===== config.mk =====
export PLATFORM = sky130hd
export DESIGN_NAME = noc_rx_monitor
export DESIGN_NICKNAME = d
export VERILOG_FILES = /design/src/rtl/noc_rx_monitor.sv
export SDC_FILE = /design/constraint.sdc
export NUM_CORES = 1
export LEC_CHECK = 0
export ABC_AREA = 1
export ABC_CLOCK_PERIOD_IN_PS = 11750
export CAP_MARGIN = 5
export CORE_UTILIZATION = 40
export CTS_CLUSTER_DIAMETER = 150
export DETAILED_ROUTE_END_ITERATION = 8
export HOLD_SLACK_MARGIN = 0.12
export MAX_ROUTING_LAYER = met4
export REMOVE_ABC_BUFFERS = 1
export SLEW_MARGIN = 5
export SYNTH_ARGS = -nofsm -noshare
export SYNTH_HDL_FRONTEND = slang
export SYNTH_SLANG_ARGS = --single-unit

===== constraint.sdc =====
create_clock -name clk -period 11.75 [get_ports clk]
set_input_delay 3.525 -clock clk [delete_from_list [all_inputs] [get_ports clk]]
set_output_delay 3.525 -clock clk [all_outputs]
set_load 0.005 [all_outputs]

===== src/rtl/noc_rx_monitor.sv =====
// Receive-side sink for one HNoC PE port: destination check, latency statistics and the shared timestamp.
// Optional random back-pressure on o_data_ready is enabled by defining NOC_RX_STALL_EN.
module noc_rx_monitor #(
   parameter int ADDRESS      = 0,
   parameter int AddressWidth = 4,
   parameter int DataWidth    = 32,
   parameter int TotalWidth   = DataWidth + AddressWidth,
   parameter int PktLimit     = 100,
   parameter int SumWidth     = 48
) (
   input  logic                  clk,
   input  logic                  rst,
   input  logic [TotalWidth-1:0] i_data,
   input  logic                  i_data_valid,
   output logic                  o_data_ready,
   output logic [DataWidth-1:0]  o_timestamp,
   output logic                  o_lat_valid,
   output logic [DataWidth-1:0]  o_lat_value,
   output logic [31:0]           o_rx_count,
   output logic [DataWidth-1:0]  o_lat_min,
   output logic [DataWidth-1:0]  o_lat_max,
   output logic [SumWidth-1:0]   o_lat_sum,
   output logic                  o_addr_err,
   output logic                  o_overflow,
   output logic                  o_done
);

   typedef enum logic {
      S_RUN,
      S_DONE
   } state_t;

   state_t state;

   logic [AddressWidth-1:0] pkt_dest;
   logic [DataWidth-1:0]    pkt_stamp;
   logic                    accept;
   logic                    dest_ok;
   logic [DataWidth-1:0]    lat;
   logic [SumWidth:0]       sum_ext;
   logic [SumWidth-1:0]     sum_sat;
   logic [31:0]             count_next;
   logic                    hits_limit;
   logic                    ready_next;

   assign pkt_dest   = i_data[TotalWidth-1 -: AddressWidth];
   assign pkt_stamp  = i_data[DataWidth-1:0];
   assign accept     = i_data_valid && o_data_ready;
   assign dest_ok    = (pkt_dest == AddressWidth'(ADDRESS));

   // Modular subtraction makes a timestamp wrap between injection and arrival harmless.
   assign lat        = o_timestamp - pkt_stamp;
   assign sum_ext    = {1'b0, o_lat_sum} + (SumWidth + 1)'(lat);
   assign sum_sat    = sum_ext[SumWidth] ? '1 : sum_ext[SumWidth-1:0];
   assign count_next = o_rx_count + 32'd1;
   assign hits_limit = (count_next == 32'(PktLimit));

`ifdef NOC_RX_STALL_EN
   logic [15:0] lfsr;
   logic        lfsr_fb;

   // Fibonacci taps 16,14,13,11 on a left-shifting register.
   assign lfsr_fb    = lfsr[15] ^ lfsr[13] ^ lfsr[12] ^ lfsr[10];
   assign ready_next = (lfsr[1:0] != 2'b00);

   always_ff @(posedge clk) begin
      if (rst) begin
         lfsr <= 16'hACE1;
      end else begin
         lfsr <= {lfsr[14:0], lfsr_fb};
      end
   end
`else
   assign ready_next = 1'b1;
`endif

   // NOTE: all state is updated with non-blocking assignments so every register samples pre-edge values.
   always_ff @(posedge clk) begin
      if (rst) begin
         state        <= S_RUN;
         o_data_ready <= 1'b0;
         o_timestamp  <= '0;
         o_lat_valid  <= 1'b0;
         o_lat_value  <= '0;
         o_rx_count   <= '0;
         o_lat_min    <= '1;
         o_lat_max    <= '0;
         o_lat_sum    <= '0;
         o_addr_err   <= 1'b0;
         o_overflow   <= 1'b0;
         o_done       <= 1'b0;
      end else begin
         o_timestamp  <= o_timestamp + DataWidth'(1);
         o_data_ready <= ready_next;
         o_lat_valid  <= 1'b0;

         if (accept) begin
            if (!dest_ok) begin
               o_addr_err <= 1'b1;
            end else begin
               unique case (state)
                  S_RUN: begin
                     o_lat_valid <= 1'b1;
                     o_lat_value <= lat;
                     o_rx_count  <= count_next;
                     o_lat_sum   <= sum_sat;
                     if (lat < o_lat_min) o_lat_min <= lat;
                     if (lat > o_lat_max) o_lat_max <= lat;
                     if (hits_limit) begin
                        state  <= S_DONE;
                        o_done <= 1'b1;
                     end
                  end
                  S_DONE: begin
                     o_overflow <= 1'b1;
                  end
               endcase
            end
         end
      end
   end

endmodule


==> results_dict.tcl <==
set metrics [dict create \
    status "complete, no violations" \
    grt_use_met1 0.351 \
    netlist_area_um2 15500 \
    max-slew-margin-rel 0.348 \
    switching_share 0.257 \
    multiInputGateArea_um2 9550 \
    synth.top_cell.area_share 0.277 \
    hold_viol_final 0 \
    required_ns 12.20 \
    grt_busiest_layer "met2" \
    dp_hpwl_um 43500 \
    postCtsSetupRepairBufs 0 \
    synth_edf_count 0 \
    synth_cells 2429 \
    path_common_cell "nand2_1" \
    synth_mux_area_frac 0 \
    critical_path.cell_chain "clkdlybuf4s50_1 > inv_1 > ha_1 > nand4_1 > nor3_1 > nand3_1 > o211ai_1 > xor2_1 > ha_1 > nand4_1 > inv_1 > nand2_1 > o211ai_1 > a21oi_1 > nand2_1 > nand2_1 > buf_4 > nand2_1 > nand2_1 > nor2_1" \
    synth_cell_types 48 \
    cap_violations 0 \
    synth_ff_type "dfxtp_1" \
    rsz0062_at_grt "no" \
    core-area_um2 37800 \
    via_per_inst 5.17 \
    postRouteAntennaNets 0 \
    numCtsBuffers 27 \
    htreeDepth 1 \
    yosys_warnings 0 \
    grt_start_max_net_pins 64 \
    die_h_um 199 \
    synthSimpleGateAreaFrac 0.331 \
    drt_iter0_drc 1037 \
    dpl_worst_slack_ns 2.59 \
    portBuffers 251 \
    grtUsageTotal 0.284 \
    fmax_ghz 0.116 \
    syn_area_per_cell_um2 6.37 \
    arrival_ns 9.08 \
    io_pins 252 \
    cts-root-buf "clkbuf_16" \
    p_int_w 0.00141 \
    p_per_area_nw_per_um2 97.7 \
    ys_async_sr_fraction 0 \
    wirelength_um 55100 \
    areaGrowthSynthToFinish_pct 25.9 \
    nFillCells 3886 \
    period_share 0.735 \
    cts_buffer_depth 3 \
    nets 2831 \
    cts.repair.resized 0 \
    peakVddDrop_uv 98.9 \
    comb_power_share 0.113 \
    seq_area_um2 4280 \
    wire_per_inst_um 17.2 \
    setup_violations 0 \
    antenna_cells 0 \
    synth_xor_xnor_area_share 0.0311 \
    critPathMaxStageDelay_ns 0.80 \
    grt_pass1_vias 15600 \
    overflow 0 \
    vias 16500 \
    cts_hold_buf 0 \
    grt_pass1_wl_um 85500 \
    seqPwrFrac 0.390 \
    synth_compound_gate_area_share 0.148 \
    dieArea_um2 39500 \
    synth_top_cells_by_area "dfxtp_1, nand2_1, ha_1" \
    rows 71 \
    switchingPower_w 0.000490 \
    yosysTopAreaCell "dfxtp_1" \
    worst_slack_ns 3.12 \
    fin_setup_tns_ns 0 \
    cts_sinks 214 \
    yosys_register_bits 214 \
    worst_setup_path_end_kind "flop" \
    antenna_found_initial 0 \
    clock_skew_ns 0.0133 \
    ys_seq_area_frac 0.277 \
    synth_top_family_by_area "simple AND/OR/NAND/NOR gates" \
    worstPathMaxFanout 31 \
    drive_gt1_frac 0.0503 \
    critical_path_class "in -> reg" \
    critPathSlowestCell "xor2_1" \
    max_slew.worst_pin.slew_ns 0.975 \
    use_met3 0.0244 \
    min_path_type "reg -> reg" \
    firstDrtPassIters 5 \
    gp_congestion 1.04 \
    worst_setup_path_start_kind "input pin" \
    fin_crit_ns 8.63 \
    tritoncts "yes" \
    clk_latency_ns 0.56 \
    cts.clk_slew.worst_paths_ns 0.06 \
    drcViolationCount 0 \
    initial_core_util 0.409 \
    met2_usage 0.489 \
    p_leak_nw 9.00 \
    drv_slew 0 \
    synth_fa_ha_area_frac 0.107 \
    clkPwrFrac 0.497 \
    die_x_um 199 \
]
Yosys cell counts (12+ instances only):
library cell	number
nand2_1	564
inv_1	358
nor2_1	327
dfxtp_1	214
a21oi_1	179
nand3_1	146
o21ai_0	142
ha_1	129
clkbuf_1	34
nor3_1	32
nand4_1	30
xnor2_1	28
xor2_1	27
a31oi_1	23
o211ai_1	23
buf_2	21
nor2_2	20
nand3b_1	12
metrics by stage:
stage	instance area [µm²]	hold slack, ns	util	std cells	power (W)
4_1_cts	19500	0.461	0.515	3193	0.00192
2_1_floorplan	15200	0.448	-	2366	0.000879
5_1_grt	19500	0.494	0.515	3193	0.00198
6_report	19500	0.465	0.515	3193	0.00190
3_5_place_dp	18500	0.449	0.488	3143	0.000972
3_3_place_gp	18500	0.449	0.488	3143	0.000969
critical path: cells and delay by family:
kind / cells / cell delay (ns)
buffers and inverters: 4 / 0.92
and+or+nand+nor: 10 / 2.36
AOI/OAI and AO/OA: 3 / 0.62
xor gates and xnor gates: 1 / 0.80
adders and majority gates: 2 / 0.82
state kept, by name, summed over array words and instances, names as in the netlist:
signal        count
o_lat_sum        48
o_rx_count       32
o_lat_value      32
o_addr_err        1
o_lat_min        32
o_data_ready      1
o_overflow        1
o_done            1
o_lat_max        32
state             1
o_timestamp      32
o_lat_valid       1
layout make-up:
cell class / count / share of cell area
clock buffers: 33 / 0.0379
flip-flops and latches: 214 / 0.220
multi-input cells: 1789 / 0.490
repair buffers: 266 / 0.135
inverters: 363 / 0.0702
clock inverters: 17 / 0.0140
well taps: 511 / 0.0328
path summary, 6_finish.rpt:
| path | startpoint | endpoint | slack [ns] | cells past startpoint |
|---|---|---|---|---|
| hold reg to reg | o_done | o_done | 0.46 | 2 |
| setup reg to reg | o_timestamp[13] | o_lat_max[27] | 6.18 | 18 |
| hold / removal | o_done | o_done | 0.46 | 2 |
| setup / recovery | i_data[16] | o_lat_max[27] | 3.12 | 20 |
power groups by stage:
stage / logic (W) / registers, W / clock network (W)
global placement: 0.000211 / 0.000759 / 0
CTS: 0.000215 / 0.000743 / 0.000965
global route: 0.000240 / 0.000743 / 0.000996
finish: 0.000215 / 0.000743 / 0.000946
floorplan: 0.000123 / 0.000756 / 0
detailed placement: 0.000214 / 0.000759 / 0
logic make-up after synthesis:
| kind of cell | count (synthesis) |
|---|---|
| compound gates | 417 |
| xor+xnor | 55 |
| fa+ha+maj | 131 |
| buf+inv | 426 |
| flops | 214 |
| simple gates | 1186 |
cells in the final DEF, fill, tap and decap left out, types with 4 or more instances in the layout:
cell type	instances
a211oi_1	7
a21boi_0	5
a21oi_1	179
a21oi_2	5
a31oi_1	23
buf_4	16
bufinv_16	7
clkbuf_16	27
clkbuf_8	4
clkdlybuf4s50_1	250
clkinv_2	8
dfxtp_1	214
ha_1	129
inv_1	357
nand2_1	564
nand2_2	11
nand3_1	146
nand3_2	8
nand3b_1	12
nand4_1	30
nor2_1	327
nor2_2	20
nor2_4	8
nor3_1	32
nor4_1	10
o211ai_1	23
o21a_1	6
o21ai_0	142
o21ai_1	6
o21bai_1	11
or2_2	4
xnor2_1	28
xor2_1	27
metal layers:
layer,wire (µm),vias to the layer above
met2,26600,451
met4,1540,0
li1,-,8338
met5,0,-
met1,24400,7634
met3,2530,90
Note: power is estimated with default switching activity, not from simulation.
